File: src/rtl/operand_bank_arbiter.sv
// Operand-collector register file front end: 4 banks of 8 registers, with a per-bank
// round-robin read arbiter. Write-back has priority over reads, and results go out on registered bank buses.
module operand_bank_arbiter #(
    parameter int N_OC   = 2,
    parameter int DATA_W = 32,
    parameter int SLOT_W = 1
) (
    input  logic                  clk,
    input  logic                  rst,
    input  logic [2*N_OC-1:0]     req_vld,
    input  logic [2*N_OC*5-1:0]   req_reg_id,
    output logic [2*N_OC-1:0]     req_gnt,
    input  logic                  wb_en,
    input  logic [4:0]            wb_reg_id,
    input  logic [DATA_W-1:0]     wb_data,
    output logic [4*DATA_W-1:0]   bk_data,
    output logic [3:0]            bk_vld,
    output logic [4*SLOT_W-1:0]   bk_ocid,
    output logic [3:0]            bk_bz
);

    localparam int NS = 2 * N_OC;

    logic [DATA_W-1:0] regs [32];
    logic [SLOT_W-1:0] ptr [4];
    logic [3:0]        wb_hit;
    logic [3:0]        win_vld;
    logic [SLOT_W-1:0] win_slot [4];
    logic [4:0]        win_id [4];

    always_comb begin
        for (int b = 0; b < 4; b++) begin
            wb_hit[b] = wb_en && (wb_reg_id[4:3] == 2'(b));
        end
    end

    // A bank that is taking a write-back grants nothing.
    // Slots are scanned upward from the pointer and wrap at NS.
    always_comb begin
        int idx;
        idx     = 0;
        req_gnt = '0;
        win_vld = '0;
        for (int b = 0; b < 4; b++) begin
            win_slot[b] = '0;
            win_id[b]   = '0;
        end
        if (!rst) begin
            for (int b = 0; b < 4; b++) begin
                if (!wb_hit[b]) begin
                    for (int k = 0; k < NS; k++) begin
                        idx = (int'(ptr[b]) + k) % NS;
                        if (!win_vld[b] && req_vld[idx] &&
                            (req_reg_id[idx*5+3 +: 2] == 2'(b))) begin
                            win_vld[b]   = 1'b1;
                            win_slot[b]  = SLOT_W'(idx);
                            win_id[b]    = req_reg_id[idx*5 +: 5];
                            req_gnt[idx] = 1'b1;
                        end
                    end
                end
            end
        end
    end

    always_ff @(posedge clk or posedge rst) begin
        if (rst) begin
            for (int i = 0; i < 32; i++) regs[i] <= '0;
            for (int b = 0; b < 4; b++) ptr[b] <= '0;
            bk_data <= '0;
            bk_vld  <= '0;
            bk_ocid <= '0;
            bk_bz   <= '0;
        end else begin
            if (wb_en) regs[wb_reg_id] <= wb_data;
            for (int b = 0; b < 4; b++) begin
                if (wb_hit[b]) begin
                    bk_bz[b]  <= 1'b1;
                    bk_vld[b] <= 1'b0;
                end else if (win_vld[b]) begin
                    // Reads use the pre-edge value; a same-edge write cannot target this bank.
                    bk_data[b*DATA_W +: DATA_W] <= regs[win_id[b]];
                    bk_ocid[b*SLOT_W +: SLOT_W] <= win_slot[b];
                    bk_vld[b] <= 1'b1;
                    bk_bz[b]  <= 1'b0;
                    ptr[b]    <= SLOT_W'((int'(win_slot[b]) + 1) % NS);
                end else begin
                    bk_vld[b] <= 1'b0;
                    bk_bz[b]  <= 1'b0;
                end
            end
        end
    end

endmodule

File: config.mk
export PLATFORM = sky130hd
export DESIGN_NAME = operand_bank_arbiter
export DESIGN_NICKNAME = d
export VERILOG_FILES = /design/src/rtl/operand_bank_arbiter.sv
export SDC_FILE = /design/constraint.sdc
export NUM_CORES = 2
export LEC_CHECK = 0
export ABC_AREA = 1
export BUFFER_PORTS_ARGS = -buffer_cell sky130_fd_sc_hd__buf_2
export CAP_MARGIN = 20
export CORE_MARGIN = 2
export CORE_UTILIZATION = 55
export CTS_CLUSTER_SIZE = 8
export DETAILED_ROUTE_END_ITERATION = 10
export PLACE_DENSITY = 0.72
export SYNTH_ARGS = -nofsm -noshare
export SYNTH_HDL_FRONTEND = slang
export SYNTH_SLANG_ARGS = --single-unit
File: constraint.sdc
create_clock -name clk -period 113.4 [get_ports clk]
set_input_delay 11.34 -clock clk [delete_from_list [all_inputs] [get_ports clk]]
set_output_delay 11.34 -clock clk [all_outputs]
set_load 0.05 [all_outputs]
==> results.sh <==
export IMPL_outcome="finished, final reports clean"
export IMPL_root_buffer="clkbuf_16"
export IMPL_synth_top_area_frac=0.523
export IMPL_syn_area_um2=55900
export IMPL_synth_fp_nets=7324
export IMPL_routabilityCongestion=0.891
export IMPL_yosysUniqueCellTypes=39
export IMPL_power_density_nw_per_um2=23.4
export IMPL_postSynthAreaPerCell_um2=7.70
export IMPL_yosysSeqAreaShare=0.523
export IMPL_via_per_inst=5.74
export IMPL_finalSetupViolCount=0
export IMPL_path_max_fanout=6
export IMPL_finalMaxSlewViolations=0
export IMPL_drive_gt1_frac=0.0798
export IMPL_grt_pass1_vias=46700
export IMPL_cts_hold_buf=0
export IMPL_synthFlopType="dfrtp_1"
export IMPL_critPathCaptureType="output pin"
export IMPL_post_cts_buffers=0
export IMPL_synth_warnings=0
export IMPL_grt_pass1_wl_um=268000
export IMPL_fill_cells=8914
export IMPL_clk_latency_ns=0.75
export IMPL_p_seq_frac=0.384
export IMPL_clkSinkCount=1168
export IMPL_holdCritPathClass="reg -> reg"
export IMPL_ios=208
export IMPL_leakagePower_nw=31.6
export IMPL_r2r_end="bk_data[68]"
export IMPL_clock_path_buffers=3
export IMPL_p_clk_frac=0.301
export IMPL_start_util=0.556
export IMPL_stdcell_count=8571
export IMPL_reg2reg_depth=12
export IMPL_reg2reg_slack_ns=108.60
export IMPL_ant_nets=0
export IMPL_hpwlAfterDp_um=97600
export IMPL_slew_limit_headroom=0.224
export IMPL_p_comb_frac=0.315
export IMPL_die_h_um=323
export IMPL_antenna_found_initial=6
export IMPL_cts_buffers=164
export IMPL_reg2reg_from="ptr[1]"
export IMPL_synth_seq_cells=1168
export IMPL_numPortBuffers=207
export IMPL_drv_cap=0
export IMPL_drt_initial_drc_count=5923
export IMPL_hp_start="bk_ocid[1]"
export IMPL_syn_inst=7260
export IMPL_period_share=0.217
export IMPL_yosys_area_top_type="dfrtp_1"
export IMPL_dp_cells=8375
export IMPL_grtUsageTotal=0.330
export IMPL_grt_max_degree=184
export IMPL_cts_clk_slew_worst_paths_ns=0.05
export IMPL_ir_worst_vdd_mv=0.0172
export IMPL_holdPathStages=2
export IMPL_worstPathArrival_ns=13.27
export IMPL_drcViolationCount=0
export IMPL_synth_edf_count=0
export IMPL_die_area_um2=104000
export IMPL_hold_viol_final=0
export IMPL_setup_tns_ns=0
export IMPL_via_count=49200
export IMPL_cp_data_required_time_ns=102.06
export IMPL_holdPathEnd="bk_ocid[1]"
export IMPL_critical_path_class="in -> out"
export IMPL_wl_per_cell_um=19.8
export IMPL_fin_crit_ns=24.61
export IMPL_area_delta_synth_final_pct=11.0
export IMPL_grt_overflow=0
export IMPL_p_sw_mw=0.553
export IMPL_skew_ns=0.0170
export IMPL_first_pass_iters=6
export IMPL_cts_tree="yes"
export IMPL_tightest_slew_ns=1.16
export IMPL_num_nets_final=7259
export IMPL_switching_share=0.382
export IMPL_fmax_ghz=0.0406
export IMPL_worst_setup_path_start_kind="input pin"
export IMPL_h_tree_depth=4
export IMPL_async_reset_ff_frac=1.00
export IMPL_rsz0062_at_grt="false"
export IMPL_synth_area_leaders="dfrtp_1 (52%), nand2_1 (15%), nand3_1 (11%), o21ai_0 (9.6%), inv_1 (5.2%)"
export IMPL_std_cell_rows=116
export IMPL_drt_total_wl_um=170000
export IMPL_cts_repair_resized=0
export IMPL_core_area_um2=100000
export IMPL_power_internal_mw=0.896
export IMPL_die_x_um=323
==> registers in the layout, indices dropped and copies added (netlist names) <==
signal and cells:
regs 1024, bk_data 128, bk_bz 4, bk_ocid 4, bk_vld 4, ptr 4
==> through the flow <==
step	utilization	hold slack (ns)	setup WS [ns]	instance area, um^2	total power [mW]
2_1_floorplan	-	0.444	69.10	55900	0.894
3_3_place_gp	0.570	0.456	88.82	57200	1.00
3_5_place_dp	0.571	0.460	88.80	57300	1.01
4_1_cts	0.615	0.475	88.80	61700	1.45
5_1_grt	0.617	0.494	88.60	62000	1.53
6_report	0.617	0.470	88.79	62000	1.45
==> power by group through the flow <==
stage	Combinational, mW	Clock, mW	Sequential (mW)
6_report	0.456	0.437	0.556
5_1_grt	0.505	0.460	0.566
4_1_cts	0.452	0.441	0.555
3_5_place_dp	0.450	0	0.560
3_3_place_gp	0.443	0	0.557
2_1_floorplan	0.275	0	0.619
==> cell type report <==
class / instances / area [um^2] / share of cell area
repair buffers: 307 / 2100 / 0.0338
inverters: 794 / 2990 / 0.0483
multi-input cells: 4760 / 21600 / 0.348
well taps: 1357 / 1700 / 0.0274
flip-flops and latches: 1168 / 29200 / 0.471
diodes: 4 / 10.0 / 0.000161
clock inverters: 11 / 158 / 0.00254
clock buffers: 170 / 4230 / 0.0683
==> how the worst max path moves through the flow <==
stage	startpoint	end	slack (ns)	cells past startpoint
6_report	req_reg_id[13]	req_gnt[3]	88.79	11
5_1_grt	req_reg_id[13]	req_gnt[0]	88.60	11
4_1_cts	req_reg_id[13]	req_gnt[3]	88.80	11
3_5_place_dp	req_reg_id[13]	req_gnt[3]	88.80	11
3_3_place_gp	req_reg_id[13]	req_gnt[3]	88.82	11
2_1_floorplan	rst	bk_bz[0]	69.10	1
==> worst max-delay path: stages <==
cell and delay (ns):
buf_2 0.12, nand2_1 0.08, inv_1 0.07, nand2_1 0.15, nor2_1 0.07, nor2_2 0.24, nand3_1 0.26, inv_1 0.16
o21ai_0 0.16, a41oi_1 0.31, buf_2 0.31
==> per-layer routing <==
| metal | part of all wire | global-route usage |
|---|---|---|
| met5 | 0.00012 | 0 |
| met3 | 0.086 | 0.0542 |
| met2 | 0.46 | 0.522 |
| met4 | 0.038 | 0.136 |
| met1 | 0.42 | 0.454 |
==> layout by cell type, fill, tap and decap left out, types with 3 or more instances in the layout <==
| master | instances |
|---|---|
| nand2_2 | 33 |
| o21ai_1 | 3 |
| o22ai_1 | 3 |
| nand3_1 | 1231 |
| nand4_1 | 11 |
| nand3_4 | 3 |
| nand3b_1 | 90 |
| o21ai_4 | 4 |
| buf_4 | 81 |
| nor3_1 | 7 |
| clkbuf_16 | 169 |
| nand2_4 | 3 |
| dfrtp_1 | 1168 |
| inv_6 | 5 |
| inv_2 | 20 |
| diode_2 | 4 |
| nor2_4 | 9 |
| nand3_2 | 3 |
| nand2_1 | 2181 |
| clkinv_8 | 3 |
| nor2_1 | 57 |
| o21ai_0 | 1073 |
| a21oi_1 | 23 |
| inv_1 | 768 |
| buf_2 | 207 |
| o211ai_1 | 3 |
| buf_12 | 6 |
| buf_16 | 11 |
==> synth_stat cells, drive strengths merged, types with 2 or more instances <==
cell type  count
nor2          68
clkbuf       310
nand4         12
nand3b        90
clkinv         2
o21ai       1080
o211ai         3
o21a           2
buf          228
a41oi          2
o31ai          2
inv          792
a21oi         23
o22ai          3
nand3       1237
nand2       2218
nor3          10
dfrtp       1168
==> logic make-up after synthesis <==
kind of cell    Yosys count  synth area share
simple gates           3638             0.280
buf+inv                1332            0.0951
flops                  1168             0.523
compound gates         1121             0.101
mux                       1          0.000179
(Power assumes the default switching activity.)
